$ cat src/rtl/fetch_pkg.sv
// Shared types and constants for the instruction-fetch stage.
package fetch_pkg;

   typedef enum logic [1:0] {
      IDLE  = 2'd0,
      FETCH = 2'd1,
      DRAIN = 2'd2,
      HOLD  = 2'd3
   } fetch_state_t;

   // Canonical RV32I NOP: addi x0, x0, 0
   localparam logic [31:0] NOP_INSTR            = 32'h0000_0013;
   localparam logic [31:0] DEFAULT_RESET_VECTOR = 32'h0000_0000;

   // Word-step increment of a PC, wrapping modulo 2^32.
   function automatic logic [31:0] pc_step(input logic [31:0] pc);
      return pc + 32'd4;
   endfunction

endpackage

$ cat src/rtl/fetch_skid_buf.sv
// One-entry skid buffer holding a fetched {instr, pc, pc_plus4} while decode is stalled.
// Flush wins over load, load wins over unload.
module fetch_skid_buf #(
   parameter int DATA_WIDTH = 32,
   parameter int ADDR_WIDTH = 32
) (
   input  logic                  clk_i,
   input  logic                  rst_i,
   input  logic                  load_i,
   input  logic                  unload_i,
   input  logic                  flush_i,
   input  logic [DATA_WIDTH-1:0] instr_i,
   input  logic [ADDR_WIDTH-1:0] pc_i,
   input  logic [ADDR_WIDTH-1:0] pc_plus4_i,
   output logic                  valid_o,
   output logic [DATA_WIDTH-1:0] instr_o,
   output logic [ADDR_WIDTH-1:0] pc_o,
   output logic [ADDR_WIDTH-1:0] pc_plus4_o
);

   logic                  valid_q, valid_d;
   logic [DATA_WIDTH-1:0] instr_q, instr_d;
   logic [ADDR_WIDTH-1:0] pc_q, pc_d;
   logic [ADDR_WIDTH-1:0] pc_plus4_q, pc_plus4_d;

   // Next-state selection for the buffered entry.
   always_comb begin
      valid_d    = valid_q;
      instr_d    = instr_q;
      pc_d       = pc_q;
      pc_plus4_d = pc_plus4_q;
      if (flush_i) begin
         valid_d = 1'b0;
      end else if (load_i) begin
         valid_d    = 1'b1;
         instr_d    = instr_i;
         pc_d       = pc_i;
         pc_plus4_d = pc_plus4_i;
      end else if (unload_i) begin
         valid_d = 1'b0;
      end else begin
         valid_d = valid_q;
      end
   end

   // Entry storage with synchronous reset.
   always_ff @(posedge clk_i) begin
      if (rst_i) begin
         valid_q    <= 1'b0;
         instr_q    <= '0;
         pc_q       <= '0;
         pc_plus4_q <= '0;
      end else begin
         valid_q    <= valid_d;
         instr_q    <= instr_d;
         pc_q       <= pc_d;
         pc_plus4_q <= pc_plus4_d;
      end
   end

   assign valid_o    = valid_q;
   assign instr_o    = instr_q;
   assign pc_o       = pc_q;
   assign pc_plus4_o = pc_plus4_q;

endmodule

$ cat src/rtl/fetch_stage.sv
// RV32I instruction-fetch stage: PC ownership, imem req/valid handshake with wait
// states, IF/ID output register backed by a one-entry skid buffer, stall and redirect.
module fetch_stage
   import fetch_pkg::*;
#(
   parameter int                    DATA_WIDTH   = 32,
   parameter int                    ADDR_WIDTH   = 32,
   parameter logic [ADDR_WIDTH-1:0] RESET_VECTOR = ADDR_WIDTH'(DEFAULT_RESET_VECTOR)
) (
   input  logic                  clk,
   input  logic                  rst,
   input  logic                  stall,
   input  logic                  PCSrc,
   input  logic [ADDR_WIDTH-1:0] branch_pc,
   input  logic [31:0]           ImmExt,
   output logic                  imem_req,
   output logic [ADDR_WIDTH-1:0] imem_addr,
   input  logic [DATA_WIDTH-1:0] imem_rdata,
   input  logic                  imem_valid,
   output logic [DATA_WIDTH-1:0] instr,
   output logic                  instr_valid,
   output logic [ADDR_WIDTH-1:0] pc_out,
   output logic [ADDR_WIDTH-1:0] pc_plus4
);

   localparam logic [DATA_WIDTH-1:0] NOP = DATA_WIDTH'(NOP_INSTR);

   fetch_state_t          state_q, state_d;
   logic [ADDR_WIDTH-1:0] pc_q, pc_d;
   logic [ADDR_WIDTH-1:0] drain_addr_q, drain_addr_d;   // address held on the bus while draining
   logic                  out_valid_q, out_valid_d;
   logic [DATA_WIDTH-1:0] instr_q, instr_d;
   logic [ADDR_WIDTH-1:0] pc_out_q, pc_out_d;
   logic [ADDR_WIDTH-1:0] pc_plus4_q, pc_plus4_d;

   logic [ADDR_WIDTH-1:0] pc_next;
   logic [ADDR_WIDTH-1:0] target;
   logic                  skid_load, skid_unload, skid_flush;
   logic                  skid_valid;
   logic [DATA_WIDTH-1:0] skid_instr;
   logic [ADDR_WIDTH-1:0] skid_pc, skid_pc_plus4;

   assign pc_next = pc_q + ADDR_WIDTH'(4);
   assign target  = branch_pc + ADDR_WIDTH'($signed(ImmExt));

   fetch_skid_buf #(
      .DATA_WIDTH (DATA_WIDTH),
      .ADDR_WIDTH (ADDR_WIDTH)
   ) u_skid (
      .clk_i      (clk),
      .rst_i      (rst),
      .load_i     (skid_load),
      .unload_i   (skid_unload),
      .flush_i    (skid_flush),
      .instr_i    (imem_rdata),
      .pc_i       (pc_q),
      .pc_plus4_i (pc_next),
      .valid_o    (skid_valid),
      .instr_o    (skid_instr),
      .pc_o       (skid_pc),
      .pc_plus4_o (skid_pc_plus4)
   );

   // Next-state, PC update, output-register and skid control; redirect has top priority.
   always_comb begin
      state_d      = state_q;
      pc_d         = pc_q;
      drain_addr_d = drain_addr_q;
      out_valid_d  = out_valid_q & stall;   // entry consumed when not stalled
      instr_d      = instr_q;
      pc_out_d     = pc_out_q;
      pc_plus4_d   = pc_plus4_q;
      skid_load    = 1'b0;
      skid_unload  = 1'b0;
      skid_flush   = 1'b0;
      case (state_q)
         IDLE: begin
            state_d = FETCH;
         end
         FETCH: begin
            if (PCSrc) begin
               pc_d        = target;
               out_valid_d = 1'b0;
               skid_flush  = 1'b1;
               if (imem_valid) begin
                  state_d = FETCH;
               end else begin
                  state_d      = DRAIN;
                  drain_addr_d = pc_q;
               end
            end else if (imem_valid) begin
               pc_d = pc_next;
               if (!out_valid_q || !stall) begin
                  out_valid_d = 1'b1;
                  instr_d     = imem_rdata;
                  pc_out_d    = pc_q;
                  pc_plus4_d  = pc_next;
               end else begin
                  skid_load = 1'b1;
                  state_d   = HOLD;
               end
            end else begin
               state_d = FETCH;
            end
         end
         HOLD: begin
            if (PCSrc) begin
               pc_d        = target;
               out_valid_d = 1'b0;
               skid_flush  = 1'b1;
               state_d     = FETCH;
            end else if (!stall) begin
               skid_unload = 1'b1;
               out_valid_d = skid_valid;
               instr_d     = skid_instr;
               pc_out_d    = skid_pc;
               pc_plus4_d  = skid_pc_plus4;
               state_d     = FETCH;
            end else begin
               state_d = HOLD;
            end
         end
         DRAIN: begin
            if (PCSrc) begin
               pc_d        = target;
               out_valid_d = 1'b0;
               skid_flush  = 1'b1;
               state_d     = DRAIN;
            end else if (imem_valid) begin
               state_d = FETCH;   // stale response dropped
            end else begin
               state_d = DRAIN;
            end
         end
         default: begin
            state_d     = IDLE;
            out_valid_d = 1'b0;
            skid_flush  = 1'b1;
         end
      endcase
      if (!out_valid_d) begin
         instr_d = NOP;
      end else begin
         instr_d = instr_d;
      end
   end

   // State, PC and IF/ID output registers with synchronous reset.
   always_ff @(posedge clk) begin
      if (rst) begin
         state_q      <= IDLE;
         pc_q         <= RESET_VECTOR;
         drain_addr_q <= RESET_VECTOR;
         out_valid_q  <= 1'b0;
         instr_q      <= NOP;
         pc_out_q     <= '0;
         pc_plus4_q   <= '0;
      end else begin
         state_q      <= state_d;
         pc_q         <= pc_d;
         drain_addr_q <= drain_addr_d;
         out_valid_q  <= out_valid_d;
         instr_q      <= instr_d;
         pc_out_q     <= pc_out_d;
         pc_plus4_q   <= pc_plus4_d;
      end
   end

   assign imem_req    = (state_q == FETCH) || (state_q == DRAIN);
   assign imem_addr   = (state_q == DRAIN) ? drain_addr_q : pc_q;
   assign instr       = instr_q;
   assign instr_valid = out_valid_q;
   assign pc_out      = pc_out_q;
   assign pc_plus4    = pc_plus4_q;

endmodule

$ cat config.mk
export PLATFORM = sky130hd
export DESIGN_NAME = fetch_stage
export DESIGN_NICKNAME = d
export VERILOG_FILES = /design/src/rtl/fetch_pkg.sv /design/src/rtl/fetch_skid_buf.sv /design/src/rtl/fetch_stage.sv
export SDC_FILE = /design/constraint.sdc
export NUM_CORES = 1
export LEC_CHECK = 0
export ABC_AREA = 1
export BUFFER_PORTS_ARGS = -buffer_cell sky130_fd_sc_hd__clkbuf_2
export CELL_PAD_IN_SITES_DETAIL_PLACEMENT = 0
export CELL_PAD_IN_SITES_GLOBAL_PLACEMENT = 1
export CORE_AREA = 2 2 182 184
export DETAILED_ROUTE_END_ITERATION = 16
export DIE_AREA = 0 0 184 186
export PLACE_DENSITY_LB_ADDON = 0.08
export SLEW_MARGIN = 15
export SYNTH_ARGS = -nofsm -noshare
export SYNTH_HDL_FRONTEND = slang
export SYNTH_SLANG_ARGS = --single-unit
$ cat constraint.sdc
create_clock -name clk -period 2.56 [get_ports clk]
set_input_delay 0.384 -clock clk [delete_from_list [all_inputs] [get_ports clk]]
set_output_delay 0.384 -clock clk [all_outputs]
set_load 0.01 [all_outputs]
==> After elaboration in Yosys (flattened, before gate mapping) <==
Index checks and enable logic that the tools add are counted.
{ "op_classes": {"bitwise_logic": 4, "add_sub_neg": 2, "n_mux": 49, "reduce_logical": 16, "eq_ne": 11} }
{ "ops": {"columns": ["cell", "n"], "rows": [
  ["$mux 32", 19],
  ["$pmux 32 s2", 4],
  ["$add 32x3->32 const B", 1],
  ["$add 32x32->32", 1],
  ["$mux 1", 17],
  ["$mux 2", 7],
  ["$ne 2x2->1 const B", 5],
  ["$pmux 2 s4", 1],
  ["$reduce_and 3->1", 2],
  ["$reduce_and 6->1", 1],
  ["$reduce_bool 2->1", 3],
  ["$reduce_or 2->1", 3],
  ["$eq 2x2->1 const B", 2],
  ["$ne 4x4->1 const B", 1],
  ["$ne 3x3->1 const B", 1],
  ["$not 1->1", 3],
  ["$pmux 1 s3", 1],
  ["$reduce_or 3->1", 1],
  ["$eq 2x1->1 const B", 1],
  ["$logic_not 1->1", 2],
  ["$logic_not 2->1", 1],
  ["$logic_or 1x1->1", 2],
  ["$ne 2x1->1 const B", 1],
  ["$reduce_and 2->1", 1],
  ["$and 1x1->1", 1]
]} }
{ "word_totals": {"ff_bits": 260, "wordCells": 93, "out_inout_bits": 130} }

==> Longest topological paths before layout <==
Gate-level depths: netlist of run 1.
{ "logic_depth": {"word_depth": 8, "depth_mapped": 14, "ltp_nobuf": 14} }

==> Hierarchy <==
A second synthesis of run 1 with hierarchy kept.
{ "hier_totals": {"hier_cells": 2381, "hier_area_um2": 14787.9} }
{ "modules_own_cells": {"columns": ["mod", "cells_per_inst", "area_each_um2", "seq_area_each_um2", "instances"], "rows": [
  ["fetch_stage", 1755, 10685.2, 3263.1, 1],
  ["fetch_skid_buf", 626, 4102.7, 1941.9, 1]
]} }

==> Worst setup path before layout of run 1 <==
No wires, ideal clock.
{ "synth_path": {"path_type": "input-to-reg", "start": "in branch_pc[0]", "end": "reg pc_q[28]", "setup_slack_ns": 0.717, "arrival_ns": 1.713, "t_required_ns": 2.429, "path_stages": 13, "path_cell_list": "ha_1 inv_1 fa_1 inv_1 nand3_1 nand3_1 nand2_1 nand3_1 nand2_1 nand3_1 nand3_1 nand2_1 a21oi_2"} }
{ "synth_via": {"elab_chain_len": 3} }
{ "synth_lines": {"columns": ["element", "line_no", "rtl"], "rows": [
  ["start: declaration", "fetch_stage.sv:14", "input logic [ADDR_WIDTH-1:0] branch_pc,"],
  ["$add 32x32->32 *", "fetch_stage.sv:44", "assign target = branch_pc + ADDR_WIDTH'($signed(ImmExt));"],
  ["$mux 32 (on tied branches)", "fetch_stage.sv:107, fetch_stage.sv:124, fetch_stage.sv:81", null],
  ["$pmux 32 s2 *", "fetch_stage.sv:76", "case (state_q)"],
  ["end signal: assignment", "fetch_stage.sv:160", "pc_q <= pc_d;"],
  ["end: declaration", "fetch_stage.sv:29", "logic [ADDR_WIDTH-1:0] pc_q, pc_d;"]
]} }
Mark *: on every way between the ends. The rest lies on a longest branch, timed or not. The select of a mux whose other input is x is not followed.
A chain may end at the register's enable or synchronous reset.

==> Worst setup path after layout of run 1 <==
{ "layout_path": {"start": "reg state_q[0]", "end": "out imem_addr[12]"} }
{ "layout_via": {"elab_chain_len": 2} }
{ "layout_lines": {"columns": ["element", "line_no", "rtl"], "rows": [
  ["start: declaration", "fetch_stage.sv:28", "fetch_state_t state_q, state_d;"],
  ["start signal: assignment", "fetch_stage.sv:159", "state_q <= state_d;"],
  ["$eq 2x2->1", "fetch_stage.sv:170", "assign imem_addr = (state_q == DRAIN) ? drain_addr_q : pc_q;"],
  ["$mux 32", "fetch_stage.sv:170", null],
  ["end: declaration", "fetch_stage.sv:17", "output logic [ADDR_WIDTH-1:0] imem_addr,"]
]} }
No other way between the ends.

==> flow_summary.ini, run 1 <==
[outcome]
status = completed

[route]
drtPass1Iterations = 8
wl_per_cell_um = 17.04
maxUsedRoutingLayer = met4
dr_wl_met2_um = 21850
ant_nets = 0
vias_per_cell = 5.169
drc = 0
wl_um = 45790
vias = 13890
met1Wirelength_um = 20630
routed-wl-met3_um = 2283
drt_iter0_drc = 1033

[place]
placed_cells = 2643
dp_hpwl_um = 33960
postPlaceCellArea_sq_mm = 0.01526
gp_congestion = 0.9245
portBuffers = 230

[pwr]
power_mw = 10.87
p_clk_frac = 0.367
leakage_nw = 7.617
p_switching_mw = 3.428
sw_frac_of_total = 0.3153
ir_drop_mv = 0.3665
powerDensity_mw_per_mm2 = 673.1
p_comb_frac = 0.219
power_frac_seq = 0.413
intPower_mw = 7.445

[floorplanning]
dieArea_sq_mm = 0.03422
rows = 66
dieWidth_um = 184
die_y_um = 186
ios = 231
initial_core_util = 0.4239
core_area_sq_mm = 0.03221

[final_layout]
final_common_cell = nand2_1
layout_common_cells = nand2_1, o21ai_0, dfxtp_1
final_area_sq_mm = 0.01615
layoutNonFillerInstCount = 2688
drive_above_1_share = 0.1570
diodes = 0
area_delta_synth_final_pct = 18.31
fin_nets = 2406

[yosys]
yosysSeqAreaShare = 0.3754
synthCells = 2077
synth-edff-count = 0
syn-num-nets = 2219
ys_types = 42
synthTopCellsByArea = dfxtp_1, nand2_1, o21ai_0
async_flop_share = 0
synthDominantAreaCellType = dfxtp_1
synth_top_area_frac = 0.3754
ys.flop_type = dfxtp_1
ys_seq_elements = 256
synth_area_sq_mm = 0.01365
syn_avg_cell_area_sq_um = 6.573
ys.warnings.count = 0

[setup_path]
end_kind = output pin
arrival_ns = 1.95
crit_type = flop to output pin
cp_data_required_time_ns = 2.18
worstPathMaxFanout = 66
worstSetupStartpointType = flop

[grt]
antenna_found_initial = 0
track_usage = 0.2605
grt_pass1_wl_um = 70320
grt_pass1_vias = 12560
grt_overflow = 0
grt_start_max_net_pins = 87

[sta]
hold_viol = 0
min_period_over_period = 0.9112
setup_viol = 0
rsz0062_at_grt = false
final-max-slew-violation-count = 0
min_period_ns = 2.333
skew_ns = 0.02274
max_slew_margin = 0.4350
tns_ns = 0
finalHoldWorstSlack_ns = 0.08750
max_freq_ghz = 0.4287
tightest_slew_ns = 0.8475

[run]
drv_cap = 0

[hold_path]
hp-class = primary input to flop

[cts]
clk_latency_ns = 0.54
htreeDepth = 1
cts_resized = 0
cts_root_buffer = clkbuf_16
cts_buffers = 27
cts.sinks = 256
path_clk_slew_ns = 0.06
cts-hold-fix-buffers = 0
cts_tree = yes
postCtsSetupBuffers = 0
clockBufferDepth = 3
-- power by group through the flow --
stage	Combinational, mW	Clock [mW]	Sequential, mW
final	2.39	4.00	4.49
after global routing	2.66	4.23	4.52
after CTS	2.40	4.07	4.49
after detailed placement	2.39	0	4.57
after global placement	2.39	0	4.57
after floorplan	1.38	0	4.57
-- layer usage --
metal,up-vias,global-route usage
li1,7114,-
met5,-,0
met1,6344,0.3480
met4,0,0.06880
met3,58,0.02817
met2,378,0.4475
-- cells in the mapped netlist (6+ instances only) --
library cell  number
nor3_1            13
nor3_2             7
buf_4              6
o21ai_1            6
inv_2             13
dfxtp_1          256
nand3_1           81
ha_1              40
a21oi_1          238
nand2_1          566
clkbuf_1          67
nor2_1           113
o211ai_1          19
xor2_1            19
inv_1            243
o21ai_0          264
buf_1              6
buf_2             35
a31oi_1           34
-- kinds of logic (layout without fill, tap and decap cells) --
| kind of cell | count (synthesis) | count (layout) | synth area share |
|---|---|---|---|
| AOI/OAI and AO/OA | 578 | 578 | 0.2224 |
| and+or+nand+nor | 807 | 807 | 0.2416 |
| buffers and inverters | 372 | 575 | 0.1071 |
| adders and majority gates | 41 | 41 | 0.03812 |
| xor gates and xnor gates | 22 | 22 | 0.01466 |
| DFF | 256 | 256 | 0.3754 |
| muxes | 1 | 1 | 0.0007332 |
-- worst paths after layout --
| check | from | to | slack [ns] | cells past startpoint |
|---|---|---|---|---|
| max | state_q[0] | imem_addr[12] | 0.23 | 5 |
| min | imem_rdata[12] | u_skid.instr_o[12] | 0.09 | 3 |
| max reg2reg | pc_q[14] | pc_q[22] | 0.39 | 11 |
| min reg2reg | u_skid.instr_o[0] | u_skid.instr_o[0] | 0.45 | 2 |
-- sequential cells by signal (all words and copies together) (netlist names), 2 cells and up --
signal and cells:
pc_plus4 30, drain_addr_q 32, u_skid.pc_plus4_o 32, pc_out 32, u_skid.pc_o 30, state_q 2
u_skid.instr_o 32, pc_q 32, instr 32
-- per-stage QoR --
| step | utilization | setup WS [ns] |
|---|---|---|
| 5_1_grt | 0.5016 | 0.1348 |
| 4_1_cts | 0.5016 | 0.2015 |
| 3_3_place_gp | 0.4739 | 0.2693 |
| 6_report | 0.5016 | 0.2274 |
| 2_1_floorplan | - | 0.7165 |
| 3_5_place_dp | 0.4739 | 0.2701 |
-- worst max-delay path, cell delays in order (launching register included) --
cell and delay (ns):
dfxtp_1 0.40, inv_1 0.10, ha_2 0.22, buf_12 0.18, o21ai_0 0.30, clkbuf_2 0.19
-- area by class of cell --
cell class / instances / area (sq um)
multi-input combinational: 1449 / 7086
sequential: 256 / 5125
timing repair buffer: 272 / 1567
inverter: 258 / 974.7
fill: 3413 / 16050
clock inverter: 7 / 113.9
clock buffer: 38 / 777.0
tap: 408 / 510.5
No activity file was read; power rests on OpenSTA's default activity.
==> run 2: changes to the inputs <==
--- a/config.mk
+++ b/config.mk
@@ -5,14 +5,15 @@
 export SDC_FILE = /design/constraint.sdc
 export NUM_CORES = 1
 export LEC_CHECK = 0
-export ABC_AREA = 1
+export ABC_AREA = 0
 export BUFFER_PORTS_ARGS = -buffer_cell sky130_fd_sc_hd__clkbuf_2
 export CELL_PAD_IN_SITES_DETAIL_PLACEMENT = 0
 export CELL_PAD_IN_SITES_GLOBAL_PLACEMENT = 1
-export CORE_AREA = 2 2 182 184
+export CORE_AREA = 2 2 173 175
 export DETAILED_ROUTE_END_ITERATION = 16
-export DIE_AREA = 0 0 184 186
+export DIE_AREA = 0 0 175 177
 export PLACE_DENSITY_LB_ADDON = 0.08
+export SETUP_SLACK_MARGIN = 0.5
 export SLEW_MARGIN = 15
 export SYNTH_ARGS = -nofsm -noshare
 export SYNTH_HDL_FRONTEND = slang
==> run 2 against run 1 <==
Effect of this change:
- synthesized area fell by 5.1%
- critical path depth did not move
- die area is 9.5% lower
- total power is 5.0% lower
- maximum frequency grew 4.5%
- hold slack lost 0.0073 ns
- flip-flop and latch count is the same
- critical path type unchanged
- highest routed layer unchanged
- clock skew is 0.0094 ns lower
==> flow_summary.ini, run 2 <==
[sta]
rsz0062_at_grt = true
hold_viol = 0
skew_ns = 0.01331
max_slew_margin = 0.4441
tightest_slew_ns = 0.8339
setup_viol = 0
max_freq_ghz = 0.4479
min_period_ns = 2.233
final-max-slew-violation-count = 0
min_period_over_period = 0.8721

[yosys]
synth-edff-count = 0
synth_area_sq_mm = 0.01295
ys_seq_elements = 256
ys.flop_type = dfxtp_1
synthCells = 1645
synth.most_common_cell = nand2_1
ys_types = 66
syn-num-nets = 1787
synthDominantAreaCellType = dfxtp_1
syn_avg_cell_area_sq_um = 7.873
synthTopCellsByArea = dfxtp_1, nand2_1, a21oi_1
async_flop_share = 0
yosysSeqAreaShare = 0.3957
synth_top_area_frac = 0.3957
synth_common_cells = nand2_1, dfxtp_1, a21oi_1
ys.warnings.count = 0

[route]
wl_per_cell_um = 16.58
drtPass1Iterations = 5
wl_um = 38700
drc = 0
vias_per_cell = 5.306
ant_nets = 0
drt_iter0_drc = 763
vias = 12390

[place]
portBuffers = 230
gp_congestion = 0.8683
placed_cells = 2244
dp_hpwl_um = 26880

[setup_path]
critPathTopFamily = multiplexers
path_cells = inv_4, ha_4, buf_12, mux2_2, clkbuf_2
worstPathMaxFanout = 13
path_depth = 5
crit_type = flop to output pin
cpMaxStageDelayCell = mux2_2
cp_data_required_time_ns = 2.18
critPathMaxStageDelay_ns = 0.38
end_kind = output pin
worstPathBufferInverterCount = 3
worstSetupStartpointType = flop
reg2reg_depth = 8
arrival_ns = 1.85

[final_layout]
diodes = 0
area_delta_synth_final_pct = 33.36
layout_common_cells = nand2_1, dfxtp_1, clkbuf_2
drive_above_1_share = 0.2994
fill_cells = 2748
fin_nets = 2069
final_common_cell = nand2_1
layoutNonFillerInstCount = 2334

[cts]
clockBufferDepth = 3
clk_latency_ns = 0.53
cts_buffers = 28
cts_tree = yes
htreeDepth = 1
cts.sinks = 256
path_clk_slew_ns = 0.06
cts_root_buffer = clkbuf_16

[grt]
grt_pass1_vias = 11380
grt_overflow = 0
grt_start_max_net_pins = 96
antenna_found_initial = 0
track_usage = 0.2382
grt_pass1_wl_um = 60410

[floorplanning]
initial_core_util = 0.4429
core_area_sq_mm = 0.02924
dieWidth_um = 175
dieArea_sq_mm = 0.03098
ios = 231
rows = 63
die_y_um = 177

[run]
drv_cap = 0

[outcome]
status = completed

[pwr]
power_mw = 10.33
powerDensity_mw_per_mm2 = 598.0
leakage_nw = 6.584
ir_drop_mv = 0.3785

[hold_path]
hold_depth = 3
hp-class = primary input to flop
[run 2: cell types whose count changed after synthesis, sizes merged, moves of 29 or more]
cell | previous run | this run
a211oi | 2 | 101
buf | 47 | 17
a21oi | 241 | 185
mux2i | 1 | 71
clkbuf | 67 | 120
xnor2 | 2 | 31
o21ai | 270 | 69
nor2 | 119 | 167
nand3 | 83 | 18
inv | 256 | 28
nand2 | 570 | 321
[run 2: power breakdown]
| group | internal [mW] | switching (mW) |
|---|---|---|
| combinational | 0.951 | 1.21 |
| clock | 2.40 | 1.56 |
| sequential | 4.10 | 0.103 |
| total | 7.46 | 2.87 |
[run 2: metrics by stage]
step	hold slack (ns)	setup slack [ns]	cell area, sq um	TNS [ns]	utilization
2_1_floorplan	0.4329	-0.01076	13200	-0.01076	-
3_3_place_gp	0.4378	-0.1763	15260	-0.5675	0.5219
3_5_place_dp	0.4451	-0.2297	15260	-1.118	0.5219
4_1_cts	0.05904	0.3063	16510	0	0.5645
5_1_grt	0.07672	0.2746	17270	0	0.5906
6_report	0.08019	0.3275	17270	0	0.5906
[run 2: logic make-up (layout without fill, tap and decap cells)]
family                     Yosys count  count (layout)  share of synthesized area
DFF                                256             256                     0.3957
muxes                               99              99                    0.07922
AOI/OAI and AO/OA                  447             447                     0.2136
and+or+nand+nor                    591             592                     0.1912
xor gates and xnor gates            46              46                    0.03111
buffers and inverters              165             463                    0.04898
adders and majority gates           41              41                    0.04019
[run 2: path summary, 6_finish.rpt]
check | slack (ns) | start | to
worst max-delay path | 0.33 | state_q[0] | imem_addr[19]
worst max register to register | 0.40 | pc_q[10] | pc_q[28]
worst min-delay path | 0.08 | imem_rdata[6] | u_skid.instr_o[6]
worst min register to register | 0.45 | pc_plus4[11] | pc_plus4[11]
[run 2: cell type report]
class	instances	area, sq um	area share
clock buffers	44	832.0	0.04817
clock inverters	3	65.06	0.003767
inverters	28	111.4	0.006447
multi-input cells	1225	7983	0.4622
flip-flops and latches	256	5140	0.2976
well taps	390	488.0	0.02825
repair buffers	388	2653	0.1536
[run 2: layer usage]
layer	vias up	GRT usage	share of wire
met1	5730	0.3327	0.47
met2	293	0.4000	0.47
met3	42	0.02384	0.042
met5	-	0	0
li1	6320	-	-
met4	0	0.05035	0.016
[run 2: worst register-to-register path: cells and delay by family, from the launching register on]
| kind | cells | cell delay, ns |
|---|---|---|
| AO/OA/AOI/OAI | 3 | 0.54 |
| flip-flops | 1 | 0.35 |
| multiplexers | 1 | 0.21 |
| AND/OR/NAND/NOR | 4 | 0.98 |
[run 2: repair_timing]
item | 4_1_cts | 5_1_grt
endpoints found under the setup margin | 115 | 173
gates resized for setup | 74 | 105
hold buffers | 0 | 0
pin swaps | 13 | 38
cloned | 1 | 3
setup buffers | 9 | 30
==> run 3: changes to the inputs <==
--- a/config.mk
+++ b/config.mk
@@ -9,12 +9,13 @@
 export BUFFER_PORTS_ARGS = -buffer_cell sky130_fd_sc_hd__clkbuf_2
 export CELL_PAD_IN_SITES_DETAIL_PLACEMENT = 0
 export CELL_PAD_IN_SITES_GLOBAL_PLACEMENT = 1
-export CORE_AREA = 2 2 173 175
+export CORE_AREA = 2 2 180 182
 export DETAILED_ROUTE_END_ITERATION = 16
-export DIE_AREA = 0 0 175 177
+export DIE_AREA = 0 0 182 184
 export PLACE_DENSITY_LB_ADDON = 0.08
 export SETUP_SLACK_MARGIN = 0.5
 export SLEW_MARGIN = 15
 export SYNTH_ARGS = -nofsm -noshare
 export SYNTH_HDL_FRONTEND = slang
+export SYNTH_HIERARCHICAL = 1
 export SYNTH_SLANG_ARGS = --single-unit
==> run 3 against run 2 <==
Effect of this change:
- non-clock buffer count increased by 10
- maximum frequency decreased by 4.2%
- critical endpoint is now imem_addr[8]
- synthesized area increased by 11%
- first-iteration DRC count increased by 30%
- critical path depth increased by 1
- flip-flop and latch count increased by 4
- wire length increased by 18%
- via count increased by 8.3%
- total power increased by 7.5%
- register-to-register slack got worse by 0.05 ns
- sequential share of layout area decreased by 1.9 points
==> flow_summary.ini, run 3 <==
[setup_path]
r2r_start = pc_q[7]
ff2ff_setup_slack_ns = 0.35
end_kind = output pin
path_cells = inv_4, ha_4, buf_12, clkbuf_16, mux2_2, buf_6
r2r-end = pc_plus4[21]
arrival_ns = 1.95
worstSetupStartpointType = flop
worstPathMaxFanout = 6
cp_data_required_time_ns = 2.18
crit_type = flop to output pin
reg2reg_depth = 10
cpMaxStageDelayCell = dfxtp_4
critPathTopFamily = buffers and inverters
worstPathBufferInverterCount = 4
critPathMaxStageDelay_ns = 0.36

[hold_path]
worstHoldStart = imem_rdata[26]
hold_path_end = u_skid/instr_o[26]
hp-class = primary input to flop
hold_depth = 3

[pwr]
ir_drop_mv = 0.5153
leakage_nw = 7.200
sw_frac_of_total = 0.2944
p_switching_mw = 3.270
powerDensity_mw_per_mm2 = 592.5
intPower_mw = 7.836
power_frac_seq = 0.385
p_clk_frac = 0.386
p_comb_frac = 0.229

[sta]
max_slew_margin = 0.5364
hold_viol = 0
tns_ns = 0
rsz0062_at_grt = true
min_period_over_period = 0.9103
setup_viol = 0
min_period_ns = 2.330
tightest_slew_ns = 0.6953
skew_ns = 0.01292
final-max-slew-violation-count = 0
max_freq_ghz = 0.4291
finalHoldWorstSlack_ns = 0.09653

[cts]
cts-hold-fix-buffers = 0
clockBufferDepth = 3
cts_tree = yes
clk_latency_ns = 0.57
htreeDepth = 1
path_clk_slew_ns = 0.06
cts_root_buffer = clkbuf_16
cts.sinks = 260
cts_buffers = 30

[yosys]
syn_avg_cell_area_sq_um = 8.627
synthDominantAreaCellType = dfxtp_1
synth_top_family_by_area = simple AND/OR/NAND/NOR gates
synth-xor-area-share = 0.03185
synth_top_area_frac = 0.3630
yosysSeqAreaShare = 0.3630
synth_area_sq_mm = 0.01434
async_flop_share = 0
synth-edff-count = 0
ys_types = 81
synth_common_cells = dfxtp_1, nand2_1, a21oi_1
synth_compound_area_frac = 0.1871
synthTopCellsByArea = dfxtp_1, nand4bb_1, nand2b_1
synthAdderAreaFrac = 0.03630
synthCells = 1662
ys.flop_type = dfxtp_1
syn-num-nets = 1804
synth.area.mux_share = 0.07706
ys.warnings.count = 6
synth-simple-area-share = 0.2496
ys_seq_elements = 260
synth.most_common_cell = dfxtp_1

[final_layout]
diodes = 0
area_delta_synth_final_pct = 30.74
multiInputGateArea_sq_mm = 0.009086
layout_common_cells = dfxtp_1, clkbuf_2, nand2_1
regArea_sq_mm = 0.005219
fin_nets = 2081
drive_above_1_share = 0.3043
final_common_cell = dfxtp_1
fill_cells = 2845

[grt]
grt_overflow = 0
track_usage = 0.2533
grt_pass1_wl_um = 68790
grt_pass1_vias = 12270
grt_start_max_net_pins = 172
antenna_found_initial = 1

[route]
wl_um = 45840
drt_iter0_drc = 995
ant_nets = 0
vias_per_cell = 5.675
drtPass1Iterations = 8
vias = 13420
drc = 0
wl_per_cell_um = 19.39

[floorplanning]
dieWidth_um = 182
ios = 231
die_y_um = 184
rows = 65
core_area_sq_mm = 0.03139
initial_core_util = 0.4567
dieArea_sq_mm = 0.03349

[place]
gp_congestion = 0.8685
portBuffers = 230
dp_hpwl_um = 30070

[run]
drv_cap = 0

[outcome]
status = completed
==> run 3: per-stage QoR <==
stage | setup slack [ns] | area, sq um | instances | power [mW] | utilization
after floorplan | 0.1768 | 14560 | 1662 | 5.723 | -
after global placement | -0.1247 | 16580 | 2266 | 6.596 | 0.5281
after detailed placement | -0.1876 | 16580 | 2266 | 6.609 | 0.5281
after CTS | 0.2229 | 17870 | 2333 | 10.95 | 0.5693
after global routing | 0.1888 | 18750 | 2364 | 11.54 | 0.5971
final | 0.2296 | 18750 | 2364 | 11.11 | 0.5971
==> run 3: layout make-up <==
type | count | share of cell area
multi-input cells | 1230 | 0.4847
well taps | 402 | 0.02683
repair buffers | 398 | 0.1539
clock inverters | 11 | 0.006207
flip-flops and latches | 260 | 0.2784
inverters | 19 | 0.003938
clock buffers | 44 | 0.04606
==> run 3: worst max path at each step <==
stage	start	end	slack [ns]	cells after the start
floorplan	branch_pc[13]	pc_q[30]	0.18	9
global placement	branch_pc[0]	pc_q[30]	-0.12	12
detailed placement	branch_pc[0]	pc_q[30]	-0.19	12
CTS	state_q[0]	imem_addr[31]	0.22	6
global route	state_q[0]	imem_addr[8]	0.19	6
finish	state_q[0]	imem_addr[8]	0.23	6
==> run 3: power groups by stage <==
stage                     Combinational, mW  Clock (mW)  Sequential [mW]
after detailed placement               2.26           0             4.35
final                                  2.54        4.29             4.27
after floorplan                        1.35           0             4.38
after global routing                   2.74        4.52             4.29
after global placement                 2.25           0             4.35
after CTS                              2.33        4.36             4.27
==> run 3: what timing repair did <==
action / CTS / global route
pin swaps: 12 / 44
endpoints found under the setup margin: 210 / 251
endpoints found under the hold margin: 0 / 0
setup buffers: 11 / 25
cloned: 1 / 6
gates resized for setup: 49 / 128
==> run 3: kinds of logic after synthesis <==
family,after synthesis
mux,106
simple gates,603
buf+inv,172
compound gates,430
fa+ha+maj,41
xor+xnor,50
flops,260
==> run 3: routing by layer <==
layer | share of wire | track usage | vias to the layer above
met1 | 0.47 | 0.3662 | 6424
li1 | - | - | 6516
met5 | 0 | 0 | -
met4 | 0.020 | 0.06323 | 0
met2 | 0.45 | 0.3976 | 423
met3 | 0.062 | 0.03467 | 52
==> run 3: worst min-delay path, cell delays in order <==
cell       delay, ns
clkbuf_2        0.09
nand4bb_1       0.08
o21ai_1         0.06
